`config.mk`:
```
export PLATFORM = sky130hd
export DESIGN_NAME = seq_trigger_conditioner
export DESIGN_NICKNAME = d
export VERILOG_FILES = /design/src/rtl/seq_trigger_conditioner.sv
export SDC_FILE = /design/constraint.sdc
export NUM_CORES = 1
export LEC_CHECK = 0
export CAP_MARGIN = 20
export CORE_ASPECT_RATIO = 0.9
export CORE_MARGIN = 1.5
export CORE_UTILIZATION = 45
export CTS_CLUSTER_SIZE = 24
export DETAILED_ROUTE_END_ITERATION = 7
export PLACE_DENSITY = 0.68
export SLEW_MARGIN = 10
export SYNTH_ARGS = -nofsm -noshare
export SYNTH_HDL_FRONTEND = slang
export SYNTH_SLANG_ARGS = --single-unit
```
`constraint.sdc`:
```
create_clock -name clk -period 10.55 [get_ports clk]
set_input_delay 2.11 -clock clk [delete_from_list [all_inputs] [get_ports clk]]
set_output_delay 2.11 -clock clk [all_outputs]
set_load 0.005 [all_outputs]
```
`src/rtl/seq_trigger_conditioner.sv`:
```
// Trigger conditioner for the DC sequencer: converts a level crossing on a
// sample stream (with hysteresis) or a rising edge on the external trigger
// line into clean single-cycle step pulses, with holdoff, single-shot or
// auto-rearm operation, and a saturating trigger counter.
module seq_trigger_conditioner #(
    parameter int DATA_W = 16,
    parameter int CNT_W  = 32
) (
    input  logic              clk,
    input  logic              reset,
    input  logic [DATA_W-1:0] sig_in,
    input  logic              ext_trig,
    input  logic              src_sel,
    input  logic [DATA_W-1:0] level,
    input  logic [DATA_W-1:0] hyst,
    input  logic              edge_sel,
    input  logic              single,
    input  logic              arm,
    input  logic [CNT_W-1:0]  holdoff,
    input  logic              cnt_clr,
    output logic              trig_out,
    output logic              armed,
    output logic [CNT_W-1:0]  trig_count
);

    typedef enum logic [1:0] {
        IDLE    = 2'd0,
        QUALIFY = 2'd1,
        READY   = 2'd2,
        HOLDOFF = 2'd3
    } state_t;

    // Two guard bits so that level -/+ an unsigned hyst of full width never wraps.
    localparam int EXT_W = DATA_W + 2;
    localparam logic signed [EXT_W-1:0] SAT_MAX = {3'b000, {(DATA_W-1){1'b1}}};
    localparam logic signed [EXT_W-1:0] SAT_MIN = {3'b111, {(DATA_W-1){1'b0}}};
    localparam logic [CNT_W-1:0]        CNT_MAX = '1;

    state_t                    state_reg, state_next;
    logic [CNT_W-1:0]          hold_cnt_reg, hold_cnt_next;
    logic [CNT_W-1:0]          count_reg;
    logic                      trig_reg;
    logic                      fire;
    logic signed [DATA_W-1:0]  sig_q_reg;
    logic                      edge_prev_reg, src_prev_reg;
    logic [1:0]                sync_reg;
    logic                      ext_prev_reg;
    logic                      ext_rise;
    logic signed [EXT_W-1:0]   level_ext, hyst_ext, low_wide, high_wide;
    logic signed [DATA_W-1:0]  low_sat, high_sat, level_s;
    logic                      qualify, hit, sel_change;
    state_t                    post_state;

    // Register the incoming sample once.
    always_ff @(posedge clk) begin
        if (reset) sig_q_reg <= '0;
        else       sig_q_reg <= signed'(sig_in);
    end

    // Two-stage synchroniser for the asynchronous external trigger line.
    genvar gi;
    generate
        for (gi = 0; gi < 2; gi++) begin : g_sync
            // Each stage samples the previous one (stage 0 samples the pin).
            always_ff @(posedge clk) begin
                if (reset) sync_reg[gi] <= 1'b0;
                else       sync_reg[gi] <= (gi == 0) ? ext_trig : sync_reg[(gi == 0) ? 0 : gi - 1];
            end
        end
    endgenerate

    // Delayed copies for the external edge detect and for mode-change detection.
    // During reset the mode copies track their inputs so release never looks like a change.
    always_ff @(posedge clk) begin
        if (reset) begin
            ext_prev_reg  <= 1'b0;
            edge_prev_reg <= edge_sel;
            src_prev_reg  <= src_sel;
        end else begin
            ext_prev_reg  <= sync_reg[1];
            edge_prev_reg <= edge_sel;
            src_prev_reg  <= src_sel;
        end
    end

    assign ext_rise = sync_reg[1] & ~ext_prev_reg;

    // Hysteresis thresholds, computed wide and clamped to the sample range.
    always_comb begin
        level_ext = {{2{level[DATA_W-1]}}, level};
        hyst_ext  = {2'b00, hyst};
        low_wide  = level_ext - hyst_ext;
        high_wide = level_ext + hyst_ext;
        level_s   = signed'(level);
        low_sat   = (low_wide  < SAT_MIN) ? SAT_MIN[DATA_W-1:0] : low_wide[DATA_W-1:0];
        high_sat  = (high_wide > SAT_MAX) ? SAT_MAX[DATA_W-1:0] : high_wide[DATA_W-1:0];
    end

    // Qualify (re-arm) and hit conditions for the selected source and polarity.
    always_comb begin
        qualify = 1'b0;
        hit     = 1'b0;
        if (src_sel) begin
            qualify = 1'b1;
            hit     = ext_rise;
        end else if (!edge_sel) begin
            qualify = (sig_q_reg <= low_sat);
            hit     = (sig_q_reg >= level_s);
        end else begin
            qualify = (sig_q_reg >= high_sat);
            hit     = (sig_q_reg <= level_s);
        end
    end

    // State and holdoff counter register.
    always_ff @(posedge clk) begin
        if (reset) begin
            state_reg    <= single ? IDLE : QUALIFY;
            hold_cnt_reg <= '0;
        end else begin
            state_reg    <= state_next;
            hold_cnt_reg <= hold_cnt_next;
        end
    end

    // Next-state logic; a mode change outside IDLE restarts qualification.
    always_comb begin
        state_next    = state_reg;
        hold_cnt_next = hold_cnt_reg;
        fire          = 1'b0;
        sel_change    = (edge_sel != edge_prev_reg) || (src_sel != src_prev_reg);
        post_state    = single ? IDLE : QUALIFY;
        case (state_reg)
            IDLE: begin
                if (arm || !single) state_next = QUALIFY;
            end
            QUALIFY: begin
                if (!sel_change && qualify) state_next = READY;
            end
            READY: begin
                if (sel_change) begin
                    state_next = QUALIFY;
                end else if (hit) begin
                    fire = 1'b1;
                    if (holdoff != '0) begin
                        state_next    = HOLDOFF;
                        hold_cnt_next = holdoff - CNT_W'(1);
                    end else begin
                        state_next = post_state;
                    end
                end
            end
            HOLDOFF: begin
                if (sel_change)                state_next = QUALIFY;
                else if (hold_cnt_reg == '0)   state_next = post_state;
                else                           hold_cnt_next = hold_cnt_reg - CNT_W'(1);
            end
            default: state_next = QUALIFY;
        endcase
    end

    // Registered trigger pulse and saturating trigger counter.
    always_ff @(posedge clk) begin
        if (reset) begin
            trig_reg  <= 1'b0;
            count_reg <= '0;
        end else begin
            trig_reg <= fire;
            if (cnt_clr)
                count_reg <= fire ? CNT_W'(1) : '0;
            else if (fire && count_reg != CNT_MAX)
                count_reg <= count_reg + CNT_W'(1);
        end
    end

    assign trig_out   = trig_reg;
    assign trig_count = count_reg;
    assign armed      = (state_reg == QUALIFY) || (state_reg == READY);

endmodule

```
# Word-level counts from Yosys, hierarchy flattened
# Index checks and enable logic that the tools add are counted.
# totals
out_inout_bits	34
inputBits	88
ff_bits	88
# op_classes
bitwise	2
muxes	28
reduce_logical	14
add_sub_neg	5
eq_ne	15
order_cmp	6
# ops
op	count
$mux W32	7
$pmux W32 S2	1
$sub A32 B1 Y32 const B	2
$add A32 B1 Y32 const B	1
$ge A16 B16 Y1	2
$le A16 B16 Y1	2
$logic_not A32 Y1	1
$mux W16	2
$ne A32 B32 Y1 const B	1
$reduce_bool A32 Y1	1
$add A16 B17 Y18	1
$gt A18 B16 Y1 const B	1
$lt A18 B16 Y1 const B	1
$sub A16 B17 Y18	1
$mux W2	8
$ne A2 B2 Y1 const B	5
$mux W1	9
$ne A4 B4 Y1 const B	2
$pmux W2 S4	1
$ne A3 B3 Y1 const B	2
$reduce_and A6 Y1	1
$eq A2 B2 Y1 const B	2
$reduce_and A4 Y1	1
$reduce_bool A2 Y1	2
8 further kinds	13

# Depth between registers and ports, before layout
# Gate-level depths: netlist (run 1).
# depth
ltp_word	10
mapped_depth	22
ltp_nobuf	21

# Worst setup path before layout (run 1)
# Ideal clock, no wire load.
# synth_timing
path_kind	input to register
startpoint	input level[0]
endpoint	register state_reg[0] (enable)
slack_ns	4.026
arrival_time_ns	6.278
cell_stages	21
n_path_buf	1
t_required_ns	10.304
cell_sequence	ha_1 > inv_1 > fa_1 > or2_4 > a221o_1 > a2111o_1 > a21oi_2 > o2111ai_2 > a2111oi_4 > nor4b_4 > buf_6 > and2_4 > ha_1 > nor2b_1 > o21ai_0 > nand2b_1 > a2111oi_0 > o21ai_0 > o31ai_1 > o21ai_0 > a21o_1
# synth_via
elab_chain_cells	9
# synth_rtl
element	line_no	rtl
start, declared	14	input logic [DATA_W-1:0] level,
$sub A16 B17 Y18 / $add A16 B17 Y18 (equally long branches)	92, 93	
$lt A18 B16 Y1 / $gt A18 B16 Y1 (equally long branches)	95, 96	
$mux W16 (on tied branches)	95, 96	
$le A16 B16 Y1 / $ge A16 B16 Y1 (equally long branches)	107, 110	
$mux W1	106	end else if (!edge_sel) begin
$mux W1	103	if (src_sel) begin
$logic_and A1 B1 Y1	138	if (!sel_change && qualify) state_next = READY;
$ne A3 B3 Y1 (no line)	-	
$reduce_and A4 Y1 (no line) *	-	
end signal, assigned	118	state_reg <= single ? IDLE : QUALIFY;
end signal, assigned	121	state_reg <= state_next;
end, declared	39	state_t state_reg, state_next;
# Every way passes the cells marked *; elsewhere a longest branch is shown, timed or not.
# A chain may end at the register's enable or synchronous reset.

# Final worst setup path (run 1)
# layout_timing
startpoint	input level[0]
endpoint	register state_reg[1] (enable)
# The elaborated chain is that of the path after synthesis.

==> reports/qor.csv, run 1 <==
stage,metric,value,unit
outcome,outcome,completed,
critical_path,r2r_slack,6400,ps
power_and_ir_drop,power_density,125.3,nW/µm²
critical_path,rr_startpoint,sig_q_reg[15]$_SDFF_PP0_,
synthesis,syn-num-nets,1257,
place,placed_cells,1394,
run,cap_violations,0,
clocking,h-tree-depth,3,
route,wl_per_cell,15.71,µm
synthesis,ys.flop_type,dfxtp_1,
sta,holdWs,431.2,ps
power_and_ir_drop,power.internal,776.6,µW
synthesis,synth.most_common_cell,nor2_1,
clocking,clkLatencyLatePin,340,ps
sta,fmax,136.5,MHz
critical_path,slowest_stage,nor4b_4,
clocking,cts_buffer_depth,2,
grt,grt_pass1_vias,7597,
critical_path,reg2reg_to,hold_cnt_reg[26]$_SDFFE_PP0P_,
route,drtIter0Drc,479,
final_layout,regArea,1782,µm²
hold_path,hp-class,flip-flop to flip-flop,
floorplanning,die_h,131.7,µm
critical_path,critPathMaxFanout,16,
synthesis,netlist_top_cells_count,"nor2_1 (115), ha_1 (89), dfxtp_1 (86), nand2_1 (84), a21oi_1 (77)",
hold_path,min_path_cells,2,
critical_path,worstSetupPathDepth,21,
sta,worst_pin_slew,1086,ps
route,routed_via_density,5.713,
synthesis,netlist_area,8288,µm²
floorplanning,io_pins,122,
final_layout,fin_area,9930,µm²
grt,grt_start_max_net_pins,92,
power_and_ir_drop,vdd_drop_max,0.08315,mV
clocking,ctsResizeCount,0,
clocking,clockRootBuffer,clkbuf_16,
final_layout,num-nets-final,1344,
clocking,cts_hold_buf,0,
route,drc,0,
floorplanning,die_w,146.1,µm
power_and_ir_drop,p_seq_share,30.2,%
power_and_ir_drop,switching_power,468.0,µW
clocking,cts_tree,done,
synthesis,ys_seq_area_share,21.50,%
floorplanning,initial_core_util,46.45,%
route,ant_nets,0,
final_layout,drive_above_1_share,6.507,%
power_and_ir_drop,pwr-share-clk,26.5,%
hold_path,hold_end,ext_prev_reg$_SDFF_PP0_,
route,first_pass_iters,6,
power_and_ir_drop,p_leak,0.003777,µW
critical_path,crit_required,10660,ps
sta,slew_violations,0,
sta,final-setup-viol-count,0,
hold_path,min-delay-start,sync_reg[1]$_SDFF_PP0_,
critical_path,criticalPathCategory,input pin to flip-flop,
clocking,numCtsBuffers,9,
sta,finalCriticalPeriod,7328,ps
sta,setup_tns,0,ps
grt,grt_pass1_wl,36940,µm
power_and_ir_drop,pwr-share-comb,43.3,%
synthesis,yosys_warnings,0,
critical_path,crit_top_cell,o21ai_0,
synthesis,syn_inst,1078,
final_layout,syn2layout_area_growth,19.81,%
final_layout,num_antenna_cells,0,
place,hpwl,16520,µm
floorplanning,core_area,17840,µm²
critical_path,crit_buf_inv,2,
synthesis,postSynthAreaPerCell,7.688,µm²
final_layout,fin_cells,1408,
synthesis,ys_ff_latch,88,
synthesis,post-synth-top-area-cell,dfxtp_1,
final_layout,multi_input_area,6061,µm²
grt,overflow,0,
critical_path,endpoint_kind,flip-flop,
final_layout,fillCellCount,1749,
critical_path,cp_data_arrival_time,7440,ps
sta,finalClockSkew,7.637,ps
synthesis,synth.top_cell.area_share,20.77,%
synthesis,async_flop_share,0,%
place,io_buffers,121,
clocking,cts.sinks,88,
critical_path,crit_family,compound AO/OA/AOI/OAI gates,
place,gp_congestion,0.8792,
final_layout,fin_util,55.65,%
clocking,clk_pin_slew,60,ps
sta,rsz0062_at_grt,false,
critical_path,cp_cell_sequence,"clkdlybuf4s50_1, ha_1, inv_1, fa_1, or2_4, a221o_1, a2111o_1, a21oi_2, o2111ai_2, nand4bb_1, nor4b_4, and2_4, ha_1, nor2b_1, o21ai_0, nand2b_1, a2111oi_0, o21ai_0, o31ai_1, o21ai_0, a21o_1",
grt,grt_use_total,22.83,%
sta,finalCritPeriodShare,69.46,%
power_and_ir_drop,switching_share,37.60,%
floorplanning,dieArea,19240,µm²
clocking,postCtsSetupBuffers,0,
synthesis,synth-edff-count,2,
floorplanning,rows,46,
place,dpl_cell_area,9627,µm²
grt,antenna_found_initial,0,
synthesis,synth_cell_types,92,
critical_path,r2r_cells,8,
sta,hold_viol_final,0,
sta,maxSlewHeadroom,27.44,%
route,drt-total-wl,22120,µm
route,via_count,8044,
critical_path,start_kind,input pin,
critical_path,slowest_delay,590,ps
synthesis,netlist_top_cells_area,"dfxtp_1 (21%), ha_1 (13%), nor2_1 (5.2%), a21oi_1 (4.6%), xnor2_1 (4.2%)",
## worst min-delay path: stages (launching register included)
cell	delay [ps]
dfxtp_1	300
inv_1	50
nor2_1	40
## layout by cell type (no fill, tap or decap), types with 22 or more instances in the layout
cell | Yosys | final
clkdlybuf4s50_1 | 0 | 120
nor2_1 | 115 | 115
ha_1 | 89 | 88
dfxtp_1 | 86 | 86
nand2_1 | 84 | 84
a21oi_1 | 77 | 77
inv_1 | 61 | 61
o21ai_0 | 49 | 49
nor2b_1 | 42 | 42
xnor2_1 | 40 | 40
nor4_1 | 30 | 30
nor3_1 | 25 | 25
nand3_1 | 25 | 25
nand4_1 | 24 | 24
or3_1 | 22 | 22
## area by class of cell
cell class | count | area share (%)
inverter | 62 | 2.344
timing repair buffer | 127 | 12.60
multi-input combinational | 877 | 61.04
clock inverter | 4 | 0.5292
clock buffer | 10 | 2.520
tap | 240 | 3.024
sequential | 88 | 17.94
## through the flow
stage / total power, µW / setup WS (ps)
final: 1245 / 3222
after global routing: 1329 / 2786
after CTS: 1249 / 3203
after detailed placement: 913.5 / 2853
after global placement: 908.9 / 2879
after floorplan: 769.3 / 4026
## routing by layer
| metal | vias to the layer above | track usage (%) | part of all wire (%) |
|---|---|---|---|
| li1 | 4098 | - | - |
| met1 | 3736 | 31.21 | 48 |
| met2 | 187 | 37.88 | 46 |
| met3 | 23 | 3.183 | 4.9 |
| met4 | 0 | 5.780 | 1.4 |
| met5 | - | 0 | 0 |
## worst max-delay path by stage
stage,slack [ps],endpoint,from
after floorplan,4030,state_reg[0]$_DFFE_PP_,level[0]
after global placement,2880,state_reg[0]$_DFFE_PP_,level[0]
after detailed placement,2850,state_reg[0]$_DFFE_PP_,level[0]
after CTS,3200,state_reg[1]$_SDFFCE_PP0P_,level[0]
after global routing,2790,state_reg[0]$_DFFE_PP_,level[1]
final,3220,state_reg[1]$_SDFFCE_PP0P_,level[0]
## cells by family (layout without fill, tap and decap cells)
kind of cell,after synthesis,in the layout,synth area share [%]
XOR/XNOR,49,49,5.178
adder cells (fa/ha/maj),91,91,13.92
buffers and inverters,113,203,5.405
AO/OA/AOI/OAI,262,262,21.88
AND/OR/NAND/NOR,451,451,29.03
flip-flops,88,88,21.50
multiplexers,24,24,3.095
## power by group through the flow
stage | clock network (µW) | registers (µW) | logic, µW
floorplan | 0 | 376 | 393
global placement | 0 | 383 | 526
detailed placement | 0 | 383 | 530
CTS | 339 | 376 | 534
global route | 347 | 379 | 602
finish | 329 | 376 | 539
No activity file was read; power rests on OpenSTA's default activity.
==> run 2: changes to the inputs <==
- PLACE_DENSITY: 0.68 -> 0.71
- clock period: 10.55 -> 6.6 ns (I/O delays scaled with it)
==> reports/qor.csv, run 2 (synthesis gave the netlist of run 1 again) <==
stage,metric,value,unit
hold_path,hold_end,ext_prev_reg$_SDFF_PP0_,
clocking,cts_hold_buf,0,
clocking,postCtsSetupBuffers,0,
route,routed_via_density,5.805,
sta,finalCriticalPeriod,6190,ps
route,ant_nets,0,
hold_path,min_path_cells,2,
critical_path,r2r_slack,2450,ps
grt,grt_use_total,22.92,%
final_layout,final_cell_mix,"clkdlybuf4s50_1 (120), nor2_1 (115), ha_1 (88)",
critical_path,r2r_cells,10,
clocking,cts.sinks,88,
place,hpwl,17150,µm
critical_path,reg2reg_to,hold_cnt_reg[25]$_SDFFE_PP0P_,
sta,slew_violations,0,
critical_path,rr_startpoint,state_reg[0]$_DFFE_PP_,
critical_path,cp_data_arrival_time,6290,ps
grt,grt_start_max_net_pins,65,
grt,overflow,0,
floorplanning,core_area,17840,µm²
sta,finalClockSkew,12.16,ps
clocking,cts_tree,done,
route,drt-total-wl,22610,µm
critical_path,critPathMaxFanout,4,
critical_path,start_kind,input pin,
grt,grt_pass1_wl,37170,µm
grt,grt_pass1_vias,7568,
sta,finalCritPeriodShare,93.78,%
clocking,h-tree-depth,3,
clocking,clk_pin_slew,70,ps
clocking,clockRootBuffer,clkbuf_16,
hold_path,hp-class,flip-flop to flip-flop,
critical_path,endpoint_kind,flip-flop,
clocking,numCtsBuffers,9,
hold_path,min-delay-start,sync_reg[1]$_SDFF_PP0_,
critical_path,criticalPathCategory,input pin to flip-flop,
place,placed_cells,1406,
sta,hold_viol_final,0,
sta,final-setup-viol-count,0,
final_layout,mostFrequentLayoutCell,clkdlybuf4s50_1,
grt,antenna_found_initial,0,
route,wl_per_cell,15.89,µm
final_layout,num-nets-final,1356,
route,first_pass_iters,5,
floorplanning,initial_core_util,46.45,%
critical_path,crit_required,6700,ps
final_layout,drive_above_1_share,7.699,%
run,cap_violations,0,
place,io_buffers,121,
final_layout,fin_cells,1423,
floorplanning,die_w,146.1,µm
sta,fmax,161.6,MHz
floorplanning,die_h,131.7,µm
outcome,outcome,completed,
power_and_ir_drop,vdd_drop_max,0.1424,mV
floorplanning,rows,46,
route,drtIter0Drc,490,
sta,rsz0062_at_grt,false,
route,drc,0,
floorplanning,dieArea,19240,µm²
route,via_count,8261,
clocking,cts_buffer_depth,2,
final_layout,syn2layout_area_growth,20.83,%
floorplanning,io_pins,122,
power_and_ir_drop,power_density,198.2,nW/µm²
place,gp_congestion,0.8900,
sta,maxSlewHeadroom,34.06,%
sta,setup_tns,0,ps
clocking,clkLatencyLatePin,340,ps
power_and_ir_drop,p_leak,0.003830,µW
sta,worst_pin_slew,987.1,ps
[run 2: changes by cell type in the layout (fill, tap and decap cells not counted)]
cell        delta
buf_4         +12
inv_6          +2
inv_8          +2
a2111oi_0      -1
a2111oi_1      +1
bufinv_16      -1
clkbuf_16      -1
clkinv_4       -1
clkinvlp_4     +1
diode_2        +1
o41ai_1        -1
o41ai_2        +1
[run 2: layout make-up]
type / count / area, µm²
Clock inverter: 7 / 61.31
Antenna cell: 1 / 2.502
Sequential cell: 88 / 1782
Clock buffer: 9 / 225.2
Fill cell: 1713 / 7828
Tap cell: 240 / 300.3
Timing Repair Buffer: 139 / 1341
Inverter: 62 / 232.7
Multi-Input combinational cell: 877 / 6070
[run 2: how the worst max path moves through the flow]
| stage | from | endpoint | slack [ps] |
|---|---|---|---|
| CTS | level[0] | state_reg[1]$_SDFFCE_PP0P_ | 360 |
| global route | hyst[0] | state_reg[1]$_SDFFCE_PP0P_ | 30 |
| global placement | level[0] | state_reg[1]$_SDFFCE_PP0P_ | 20 |
| floorplan | level[0] | state_reg[0]$_DFFE_PP_ | 870 |
| detailed placement | level[0] | state_reg[0]$_DFFE_PP_ | 10 |
| finish | level[0] | state_reg[0]$_DFFE_PP_ | 410 |
[run 2: power by group]
group          switching, µW  internal, µW
Combinational            504           374
Clock                    242           265
Sequential              34.6           566
[run 2: timing repair]
action                                 CTS  global route
gates resized for setup                  0             2
setup endpoints to repair                0             2
endpoints found under the hold margin    0             0
[run 2: layer usage]
| metal | routed length (µm) | track usage, % | part of all wire [%] |
|---|---|---|---|
| met1 | 10780 | 31.38 | 48 |
| met5 | 0 | 0 | 0 |
| met3 | 1257 | 2.872 | 5.6 |
| met4 | 288 | 5.163 | 1.3 |
| met2 | 10280 | 38.57 | 45 |
[run 2: worst max-delay path, stage by stage]
cell             delay (ps)
clkdlybuf4s50_1         480
ha_1                    180
inv_1                    60
fa_1                    380
or2_4                   270
a221o_1                 350
a2111o_1                470
a21oi_2                 170
o2111ai_2               160
a2111oi_4               390
nor4b_4                 110
and2_4                  180
ha_1                    270
nor2b_1                 130
o21ai_0                 140
nand2b_1                 70
a2111oi_1               430
o21ai_0                 170
o31ai_1                 230
o21ai_0                 120
a21o_1                  210
[run 2: through the flow]
stage | hold slack, ps | worst slack (ps) | util, % | power, µW | area, µm²
floorplan | 410.4 | 865.9 | - | 1230 | 8288
global placement | 448.0 | 21.44 | 54.46 | 1465 | 9717
detailed placement | 447.7 | 11.33 | 54.46 | 1473 | 9717
CTS | 457.7 | 355.3 | 56.07 | 1981 | 10000
global route | 485.0 | 27.06 | 56.12 | 2116 | 10010
finish | 447.6 | 410.4 | 56.13 | 1985 | 10010
